===== src/rtl/instruction_fetch.sv =====
// Instruction fetch: issues in-order memory requests under a credit budget, tags each with
// its PC, and buffers responses in a FIFO towards decode. A redirect (flush) empties the
// buffers and discards responses still owed by the memory.
// Optional feature macro: IFETCH_MISALIGN_CHECK_EN (misaligned PCs become fault entries).
module instruction_fetch #(
   parameter int unsigned ADDR_WIDTH = 32,
   parameter int unsigned FIFO_DEPTH = 2
) (
   input  logic                  clk,
   input  logic                  rst,
   input  logic [ADDR_WIDTH-1:0] pc_i,
   input  logic                  pc_valid_i,
   output logic                  pc_ready_o,
   input  logic                  flush_i,
   output logic                  imem_req_valid_o,
   input  logic                  imem_req_ready_i,
   output logic [ADDR_WIDTH-1:0] imem_req_addr_o,
   input  logic                  imem_rsp_valid_i,
   input  logic [31:0]           imem_rsp_data_i,
   output logic                  instr_valid_o,
   input  logic                  instr_ready_i,
   output logic [31:0]           instr_o,
   output logic [ADDR_WIDTH-1:0] instr_pc_o,
   output logic                  instr_fault_o
);

   localparam int unsigned PW = $clog2(FIFO_DEPTH);
   localparam int unsigned CW = PW + 1;
   // Drop counter may accumulate across back-to-back redirects, so give it headroom.
   localparam int unsigned DW = CW + 3;

   logic [31:0]           r_fifo_data [FIFO_DEPTH];
   logic [ADDR_WIDTH-1:0] r_fifo_pc   [FIFO_DEPTH];
   logic [PW-1:0]         r_fifo_wr, r_fifo_rd;
   logic [CW-1:0]         r_fifo_cnt;
   logic [ADDR_WIDTH-1:0] r_tag       [FIFO_DEPTH];
   logic [PW-1:0]         r_tag_wr, r_tag_rd;
   logic [CW-1:0]         r_tag_cnt;
   logic [DW-1:0]         r_drop;

   logic [CW:0]           w_used;
   logic                  w_credit;
   logic                  w_misalign;
   logic                  w_block;
   logic                  w_flt_drain;
   logic [CW-1:0]         w_outstanding;
   logic                  w_can_issue;
   logic                  w_tag_push;
   logic                  w_rsp_drop;
   logic                  w_rsp_keep;
   logic                  w_push;
   logic                  w_pop;
   logic [DW-1:0]         w_inflight;
   logic [DW-1:0]         w_drop_flush;

`ifdef IFETCH_MISALIGN_CHECK_EN
   logic r_flt_pend;
   logic r_fifo_flt [FIFO_DEPTH];

   assign w_misalign    = (pc_i[1:0] != 2'b00);
   // A pending fault sits at the tail of the tag queue; hold new fetches until it drains so
   // no memory response can ever be owed to an entry behind it.
   assign w_block       = r_flt_pend;
   assign w_flt_drain   = r_flt_pend & (r_tag_cnt == CW'(1));
   assign w_outstanding = r_tag_cnt - CW'(r_flt_pend);
   assign instr_fault_o = instr_valid_o & r_fifo_flt[r_fifo_rd];

   // Track the single pending fault entry.
   always_ff @(posedge clk) begin
      if (rst || flush_i) begin
         r_flt_pend <= 1'b0;
      end else if (w_can_issue && w_misalign) begin
         r_flt_pend <= 1'b1;
      end else if (w_flt_drain) begin
         r_flt_pend <= 1'b0;
      end
   end

   // Fault flag storage alongside each FIFO entry.
   always_ff @(posedge clk) begin
      if (!rst && !flush_i && w_push) begin
         r_fifo_flt[r_fifo_wr] <= w_flt_drain;
      end
   end
`else
   assign w_misalign    = 1'b0;
   assign w_block       = 1'b0;
   assign w_flt_drain   = 1'b0;
   assign w_outstanding = r_tag_cnt;
   assign instr_fault_o = 1'b0;
`endif

   assign w_used      = {1'b0, r_fifo_cnt} + {1'b0, r_tag_cnt};
   assign w_credit    = (32'(w_used) < FIFO_DEPTH);
   assign w_can_issue = !rst & pc_valid_i & w_credit & !flush_i & !w_block;

   assign imem_req_valid_o = w_can_issue & !w_misalign;
   assign imem_req_addr_o  = pc_i;
   assign pc_ready_o       = (imem_req_valid_o & imem_req_ready_i) | (w_can_issue & w_misalign);
   assign w_tag_push       = pc_ready_o;

   // Responses first repay the drop debt; with nothing owed at all they are ignored.
   assign w_rsp_drop = imem_rsp_valid_i & (r_drop != '0);
   assign w_rsp_keep = imem_rsp_valid_i & (r_drop == '0) & (w_outstanding != '0);
   assign w_push     = w_rsp_keep | w_flt_drain;
   assign w_pop      = instr_valid_o & instr_ready_i;

   assign w_inflight   = r_drop + DW'(w_outstanding);
   assign w_drop_flush = w_inflight - DW'(imem_rsp_valid_i && (w_inflight != '0));

   assign instr_valid_o = (r_fifo_cnt != '0);
   assign instr_o       = instr_valid_o ? r_fifo_data[r_fifo_rd] : 32'h0;
   assign instr_pc_o    = instr_valid_o ? r_fifo_pc[r_fifo_rd] : '0;

   // Pointers and counters; a flush overrides any push, pop or request in the same cycle.
   always_ff @(posedge clk) begin
      if (rst) begin
         r_fifo_wr  <= '0;
         r_fifo_rd  <= '0;
         r_fifo_cnt <= '0;
         r_tag_wr   <= '0;
         r_tag_rd   <= '0;
         r_tag_cnt  <= '0;
         r_drop     <= '0;
      end else if (flush_i) begin
         r_fifo_wr  <= '0;
         r_fifo_rd  <= '0;
         r_fifo_cnt <= '0;
         r_tag_wr   <= '0;
         r_tag_rd   <= '0;
         r_tag_cnt  <= '0;
         r_drop     <= w_drop_flush;
      end else begin
         if (w_push)     r_fifo_wr <= r_fifo_wr + PW'(1);
         if (w_pop)      r_fifo_rd <= r_fifo_rd + PW'(1);
         if (w_push && !w_pop)      r_fifo_cnt <= r_fifo_cnt + CW'(1);
         else if (!w_push && w_pop) r_fifo_cnt <= r_fifo_cnt - CW'(1);
         if (w_tag_push) r_tag_wr <= r_tag_wr + PW'(1);
         if (w_push)     r_tag_rd <= r_tag_rd + PW'(1);
         if (w_tag_push && !w_push)      r_tag_cnt <= r_tag_cnt + CW'(1);
         else if (!w_tag_push && w_push) r_tag_cnt <= r_tag_cnt - CW'(1);
         if (w_rsp_drop) r_drop <= r_drop - DW'(1);
      end
   end

   // Tag and FIFO payload storage (no reset needed; validity lives in the counters).
   always_ff @(posedge clk) begin
      if (!rst && !flush_i) begin
         if (w_tag_push) r_tag[r_tag_wr] <= pc_i;
         if (w_push) begin
            r_fifo_data[r_fifo_wr] <= w_rsp_keep ? imem_rsp_data_i : 32'h0;
            r_fifo_pc[r_fifo_wr]   <= r_tag[r_tag_rd];
         end
      end
   end

endmodule


===== config.mk =====
export PLATFORM = sky130hd
export DESIGN_NAME = instruction_fetch
export DESIGN_NICKNAME = d
export VERILOG_FILES = /design/src/rtl/instruction_fetch.sv
export SDC_FILE = /design/constraint.sdc
export NUM_CORES = 1
export LEC_CHECK = 0
export CAP_MARGIN = 5
export CORE_MARGIN = 4
export CORE_UTILIZATION = 52
export CTS_CLUSTER_DIAMETER = 100
export CTS_CLUSTER_SIZE = 40
export DETAILED_ROUTE_END_ITERATION = 16
export PLACE_DENSITY = 0.79
export SLEW_MARGIN = 20
export SYNTH_ARGS = -nofsm -noshare
export SYNTH_HDL_FRONTEND = slang
export SYNTH_SLANG_ARGS = --single-unit

===== constraint.sdc =====
create_clock -name clk -period 10.1 [get_ports clk]
set_clock_uncertainty 0.1 [all_clocks]
set_input_delay 2.02 -clock clk [delete_from_list [all_inputs] [get_ports clk]]
set_output_delay 2.02 -clock clk [all_outputs]
set_load 0.01 [all_outputs]

* Word-level counts from Yosys, hierarchy flattened
Memory sizes are Yosys's and may differ from the RTL's. A register that Yosys moved wholly into a read port is not among the register bits.
Index checks and enable logic that the tools add are counted.
** Cells by class
- Add/sub/neg operators :: 12
- Multiply operators :: 0
- Div/mod/pow operators :: 0
- Order comparisons :: 1
- Eq/ne operators :: 0
- Shift operators :: 0
- Mux-type cells :: 21
- Bitwise operators :: 8
- Reduce and logical (&&, ||, !) cells :: 20
** Operator list (number)
- 32-bit two-way mux :: 3
- 1-bit two-way mux :: 12
- 5-bit two-way mux :: 2
- 2-bit nonzero test :: 5
- 5-bit nonzero test :: 2
- 1-bit AND :: 8
- 2-bit two-way mux :: 4
- 1-bit logical AND :: 6
- 5-bit by 2-bit adder with 5-bit output :: 1
- 1-bit logical NOT :: 5
- 5-bit logical NOT :: 1
- 5-bit by 1-bit subtractor with 5-bit output :: 1
- 5-bit by 1-bit subtractor with 5-bit output (second input constant) :: 1
- 1-bit adder (second input constant) :: 4
- 2-bit by 1-bit adder with 2-bit output (second input constant) :: 2
- 2-bit by 1-bit subtractor with 2-bit output (second input constant) :: 2
- 2-bit by 2-bit adder with 3-bit output :: 1
- 3-bit by 2-bit less-than comparator with 1-bit output (second input constant) :: 1
- 2-bit OR reduction :: 1
** Storage, ports and cells
- Register bits after elaboration :: 13
- Latch bits :: 0
- Memory bits (writable) :: 192
- Bits in read-only memories :: 0
- Output and inout bits :: 100
- Logic and storage cells :: 72
- Memories kept :: 3
** Memories
- r_fifo_data :: words 2, width 32, rd ports 1, clocked after memory_dff 1, wr ports 1, line 32 : logic [31:0] r_fifo_data [FIFO_DEPTH];
- r_fifo_pc :: words 2, width 32, rd ports 1, clocked after memory_dff 1, wr ports 1, line 33 : logic [ADDR_WIDTH-1:0] r_fifo_pc [FIFO_DEPTH];
- r_tag :: words 2, width 32, rd ports 1, clocked after memory_dff 1, wr ports 1, line 36 : logic [ADDR_WIDTH-1:0] r_tag [FIFO_DEPTH];

* Depth between registers and ports, before layout
Gate-level depths: netlist of the first run.
- Depth after elaboration :: 9
- Depth in mapped cells :: 12
- Depth with buffers taken out :: 12

* Worst setup path before layout of the first run
Ideal clock, no wire load.
- Path type :: input to register
- Start point :: in imem_rsp_valid_i
- End point :: mem r_fifo_data[0][0] (enable)
- Setup time :: 0.565 ns
- Arrival :: 7.263 ns
- Required time :: 9.435 ns
- Path slack :: 2.173 ns
- Cell stages on the path :: 5
- Path through :: buf_2 > nand4bb_1 > nor3_2 > inv_1 > nor3_1
** Between the ends
- Longest elaborated chain between the ends :: 5
** Ends and longest elaborated chain
- start, declared :: line 18 : input logic imem_rsp_valid_i,
- 1-bit AND (2 in a row) :: line 104 : assign w_rsp_keep = imem_rsp_valid_i & (r_drop == '0) & (w_outstanding != '0);
- 1-bit two-way mux :: line 150 : if (w_push) begin
- 1-bit two-way mux :: line 148 : if (!rst && !flush_i) begin
- 1-bit two-way mux :: line 151 : r_fifo_data[r_fifo_wr] <= w_rsp_keep ? imem_rsp_data_i : 32'h0;
- end, declared :: line 32
Every way passes these cells.

* Worst setup path in the final report of the first run
- Start point :: in flush_i
- End point :: out pc_ready_o
** Between the ends
- Longest elaborated chain between the ends :: 3
** Ends and longest elaborated chain
- start, declared :: line 14 : input logic flush_i,
- 1-bit logical NOT :: line 95 : assign w_can_issue = !rst & pc_valid_i & w_credit & !flush_i & !w_block;
- 1-bit AND :: line 95
- 1-bit AND :: line 99 : assign pc_ready_o = (imem_req_valid_o & imem_req_ready_i) | (w_can_issue & w_misalign);
- end, declared :: line 13 : output logic pc_ready_o,
Every way passes these cells.

==> results of run 1 <==
[kinds of logic (layout without fill, tap and decap cells)]
| family | Yosys count | in the layout | synth area share |
|---|---|---|---|
| AOI/OAI and AO/OA | 21 | 21 | 0.0174 |
| xor gates and xnor gates | 11 | 11 | 0.0113 |
| adders and majority gates | 9 | 9 | 0.0149 |
| buffers and inverters | 68 | 197 | 0.0475 |
| DFF | 207 | 207 | 0.709 |
| muxes | 96 | 96 | 0.117 |
| other | 1 | 1 | 0.000438 |
| and+or+nand+nor | 142 | 142 | 0.0828 |
[flip-flops by register name, summed over array words and instances (netlist names), named ones only]
register / cells
r_fifo_data: 64
r_fifo_pc: 64
r_tag: 64
r_drop: 5
r_fifo_cnt: 2
r_tag_cnt: 2
r_fifo_rd: 1
r_fifo_wr: 1
r_tag_rd: 1
r_tag_wr: 1
[stage by stage]
step	setup WS (ns)	power, mW	hold WS, ns	cells	area, um2
3_5_place_dp	4.08	1.12	0.410	887	10200
5_1_grt	3.99	1.57	0.466	900	10500
2_1_floorplan	2.17	1.06	0.372	555	8560
3_3_place_gp	4.12	1.11	0.380	887	10200
4_1_cts	4.08	1.53	0.428	899	10500
6_report	4.07	1.52	0.425	900	10500
[routing by layer]
layer / up-vias / global-route usage / part of all wire
met5: - / 0 / 0
met2: 162 / 0.303 / 0.51
met3: 18 / 0.0285 / 0.055
met1: 2293 / 0.214 / 0.42
met4: 0 / 0.0286 / 0.015
li1: 2224 / - / -
[power by group]
| group | internal (mW) | total (mW) | leakage [nW] | switching [mW] |
|---|---|---|---|---|
| combinational | 0.0804 | 0.150 | 1.43 | 0.0696 |
| sequential | 0.938 | 0.951 | 1.87 | 0.0126 |
| clock | 0.172 | 0.418 | 0.128 | 0.246 |
[cells in the final DEF, fill, tap and decap left out, drive strengths merged, types with 4 or more instances in the layout]
cell             n
o21ai            5
buf              7
ha               7
a21oi            5
xnor2            4
and2            36
clkbuf           9
mux2i           64
dfxtp           15
inv             10
edfxtp         192
xor2             7
mux2            32
nand3            4
nor2b            4
nor3             5
nor2            77
clkdlybuf4s50  169
[worst min-delay path: cells and delay by family (launching register included)]
kind / cells / cell delay (ns)
DFF: 1 / 0.35
xor gates and xnor gates: 1 / 0.09
and+or+nand+nor: 1 / 0.08
[cell type report]
type                            count  area [um2]
Inverter                            9        33.8
Timing Repair Buffer              176        1760
Sequential cell                   207        6070
Clock inverter                      3        41.3
Multi-Input combinational cell    280        2120
Fill cell                        1135        5480
Tap cell                          216         270
Clock buffer                        9         225
[path summary, 6_finish.rpt]
kind,start,end,slack (ns),cells after the start
worst max-delay path,flush_i,pc_ready_o,4.07,4
worst min-delay path,r_tag_rd,register,0.42,2
worst max register to register,r_tag_cnt[0],r_drop[4],6.65,12
worst min register to register,r_tag_rd,register,0.42,2
==> impl_metrics.py, run 1 <==
metrics = {
    "clock_tree": {
        "cts_hold_buf": 0,
        "path_clk_slew_ns": 0.13,
        "htreeDepth": 1,
        "cts_root_buffer": "clkbuf_16",
        "cts_buffers": 9,
        "insertion_delay_ns": 0.46,
        "cts_sinks": 207,
        "clockBufferDepth": 3,
        "tritoncts": "done",
        "cts_setup_buffers": 0,
        "ctsResizeCount": 0,
    },
    "routing": {
        "routed_wl_um": 15800,
        "via_count": 4697,
        "firstDrtPassIters": 4,
        "drcViolationCount": 0,
        "drtIter0Drc": 227,
        "wire_per_inst_um": 17.6,
        "viasPerCell": 5.22,
        "antenna_left": 0,
    },
    "sta": {
        "layout_min_cycle_time_ns": 6.03,
        "rsz0062_at_grt": "false",
        "fmax_mhz": 166,
        "fin_crit_sh": 0.597,
        "final.setup.tns_ns": 0,
        "tightestPinTransition_ns": 0.998,
        "hold_viol_final": 0,
        "relSlewSlack": 0.333,
        "setup_viol": 0,
        "slew_violations": 0,
    },
    "synthesis": {
        "postSynthCellCount": 555,
        "seq_area_frac_synth": 0.709,
        "ys.flop_type": "edfxtp_1",
        "synth_cell_type_count": 46,
        "synth_edf_count": 192,
        "yosys.area.top_type": "edfxtp_1",
        "netlist_top_cells_count": "edfxtp_1, nor2_1, mux2i_1",
        "ys_top_cells_by_area": "edfxtp_1, mux2i_1, mux2_2",
        "synth-seq-cells": 207,
        "synth.net_count": 635,
        "synth-async-reset-ratio": 0,
        "synth_warnings": 0,
        "synth.most_common_cell": "edfxtp_1",
        "avgSynthCellArea_um2": 15.4,
        "synthesis.area_mm2": 0.00856,
        "synth_top_area_frac": 0.674,
    },
    "setup_path": {
        "end_kind": "primary output",
        "arrival_ns": 3.91,
        "cpMostUsedCell": "clkdlybuf4s50_1",
        "start_kind": "input port",
        "cp_max_fo": 12,
        "slowest_stage": "clkdlybuf4s50_1",
        "critical_path_class": "in2out",
        "critPathRequiredTime_ns": 7.98,
        "worst-path-buf-inv": 2,
        "path_cells": "clkdlybuf4s50_1, nor4_1, and3_1, clkdlybuf4s50_1",
        "critPathMaxStageDelay_ns": 0.61,
        "path_delay_family": "buffers and inverters",
    },
    "placement": {
        "dp_hpwl_um": 10100,
        "portBuffers": 169,
        "gp_congestion": 0.773,
    },
    "status": {
        "status": "finished clean",
    },
    "finish": {
        "antenna_cells": 0,
        "fin_util": 0.658,
        "num-nets-final": 763,
        "syn_to_final_growth_pct": 22.9,
        "drive_gt1_frac": 0.0921,
    },
    "global_routing": {
        "grt_max_degree": 65,
        "track_usage": 0.167,
        "grt_pass1_wl_um": 24700,
        "grt_pass1_vias": 4919,
        "grt-ovfl-total": 0,
        "antenna_found_initial": 0,
    },
    "pwr": {
        "ir_worst_vdd_uv": 125,
        "pwr_density_cell_mw_per_mm2": 144,
        "p_leak_nw": 3.43,
    },
    "floorplanning": {
        "start_util": 0.535,
        "die-area_mm2": 0.0186,
        "core_area_mm2": 0.0160,
        "ios": 171,
        "die_width_um": 136,
        "die_height_um": 136,
        "fp-row-count": 46,
    },
    "run": {
        "drv_cap": 0,
    },
    "hold_path": {
        "hp-class": "reg2reg",
    },
}
Note: power is estimated with default switching activity, not from simulation.
==> inputs of run 2 (changes only) <==
==> constraint.sdc (replaced) <==
create_clock -name clk -period 6 [get_ports clk]
set_clock_uncertainty 0.1 [all_clocks]
set_input_delay 1.2 -clock clk [delete_from_list [all_inputs] [get_ports clk]]
set_output_delay 1.2 -clock clk [all_outputs]
set_load 0.01 [all_outputs]
==> impl_metrics.py, run 2 (synthesis gave the netlist of run 1 again) <==
metrics = {
    "clock_tree": {
        "cts_buffers": 9,
        "cts_hold_buf": 0,
        "ctsResizeCount": 0,
        "path_clk_slew_ns": 0.14,
        "htreeDepth": 1,
        "tritoncts": "done",
        "clockBufferDepth": 3,
        "cts_root_buffer": "clkbuf_16",
        "cts_setup_buffers": 0,
        "insertion_delay_ns": 0.47,
        "cts_sinks": 207,
    },
    "finish": {
        "antenna_cells": 0,
        "fin_util": 0.657,
        "syn_to_final_growth_pct": 22.8,
        "design_area_mm2": 0.0105,
        "drive_gt1_frac": 0.0892,
        "layout_common_cells": "edfxtp_1, clkdlybuf4s50_1, nor2_1",
        "num-nets-final": 763,
        "fillers": 1171,
        "final_common_cell": "edfxtp_1",
        "largestRegisters": "r_fifo_data (64), r_fifo_pc (64), r_tag (64)",
    },
    "pwr": {
        "total_power_mw": 2.56,
        "p_leak_nw": 3.42,
        "p_clk_frac": 0.273,
        "combinationalPowerShare": 0.100,
        "ir_worst_vdd_uv": 224,
        "pwr_density_cell_mw_per_mm2": 243,
        "internal_power_mw": 2.00,
        "seq_power_share": 0.627,
        "power_switching_uw": 553,
        "swShare": 0.216,
    },
    "sta": {
        "tightestPinTransition_ns": 0.970,
        "rsz0062_at_grt": "false",
        "slew_violations": 0,
        "setup_viol": 0,
        "fmax_mhz": 228,
        "fin_crit_sh": 0.730,
        "hold_viol_final": 0,
        "layout_min_cycle_time_ns": 4.38,
        "relSlewSlack": 0.352,
    },
    "placement": {
        "gp_congestion": 0.830,
        "placed_area_mm2": 0.0102,
        "dp_hpwl_um": 10600,
        "portBuffers": 169,
    },
    "floorplanning": {
        "die_height_um": 136,
        "start_util": 0.535,
        "ios": 171,
        "fp-row-count": 46,
        "die_width_um": 136,
        "die-area_mm2": 0.0186,
        "core_area_mm2": 0.0160,
    },
    "setup_path": {
        "critPathMaxStageDelay_ns": 0.60,
        "worst-path-buf-inv": 2,
        "reg2reg_depth": 12,
        "cpMostUsedCell": "clkdlybuf4s50_1",
        "path_delay_family": "buffers and inverters",
        "end_kind": "primary output",
        "critPathRequiredTime_ns": 4.70,
        "cp_max_fo": 12,
        "path_cells": "clkdlybuf4s50_1, nor4_1, and3_1, clkdlybuf4s50_1",
        "critical_path_class": "in2out",
        "start_kind": "input port",
        "crit_cells": 4,
        "slowest_stage": "clkdlybuf4s50_1",
        "arrival_ns": 3.08,
    },
    "global_routing": {
        "grt_pass1_wl_um": 25400,
        "grt-ovfl-total": 0,
        "grt_max_degree": 65,
        "track_usage": 0.173,
        "antenna_found_initial": 0,
        "grt_pass1_vias": 4982,
    },
    "hold_path": {
        "holdPathStages": 1,
        "hp-class": "reg2reg",
    },
    "status": {
        "status": "finished clean",
    },
    "run": {
        "drv_cap": 0,
    },
    "routing": {
        "drcViolationCount": 0,
        "firstDrtPassIters": 5,
        "wire_per_inst_um": 18.1,
        "drtIter0Drc": 294,
        "routed_wl_um": 16300,
        "via_count": 4640,
        "antenna_left": 0,
        "viasPerCell": 5.16,
    },
}
[run 2: cell count changes in the layout (fill, tap and decap cells not counted), sizes merged]
cell | previous run | this run
clkbuf | 9 | 11
clkinvlp | 1 | 0
inv | 10 | 9
[run 2: power groups by stage]
stage	Sequential [mW]	Clock (mW)	Combinational, mW
after global placement	1.63	0	0.237
after CTS	1.60	0.719	0.254
after detailed placement	1.63	0	0.251
final	1.60	0.698	0.255
after floorplan	1.62	0	0.161
after global routing	1.60	0.758	0.276
[run 2: final timing paths]
path	from	endpoint	slack, ns
max	flush_i	pc_ready_o	1.62
min	r_tag[1][1]	r_fifo_pc[1][1]	0.42
max reg2reg	r_tag_cnt[0]	r_drop[4]	2.58
min reg2reg	r_tag[1][1]	r_fifo_pc[1][1]	0.42
[run 2: through the flow]
stage          instances  setup TNS, ns  setup slack [ns]  hold slack, ns
6_report             900              0              1.62           0.423
5_1_grt              900              0              1.48           0.429
4_1_cts              899              0              1.58           0.420
3_5_place_dp         887              0              1.59           0.402
3_3_place_gp         887              0              1.64           0.381
2_1_floorplan        555        -141.76             -1.11           0.372
[run 2: routing by layer]
layer | part of all wire | wire length, um | global-route usage | vias up
met2 | 0.51 | 8350 | 0.309 | 165
met4 | 0.0092 | 150 | 0.0302 | 0
met5 | 0 | 0 | 0 | -
li1 | - | - | - | 2224
met1 | 0.42 | 6780 | 0.226 | 2241
met3 | 0.061 | 994 | 0.0289 | 10
[run 2: area by class of cell]
class | count | area, um2 | area share
sequential | 207 | 6070 | 0.577
multi-input combinational | 280 | 2120 | 0.201
timing repair buffer | 176 | 1760 | 0.167
tap | 216 | 270 | 0.0257
clock buffer | 11 | 233 | 0.0221
inverter | 9 | 33.8 | 0.00321
clock inverter | 1 | 30.0 | 0.00286
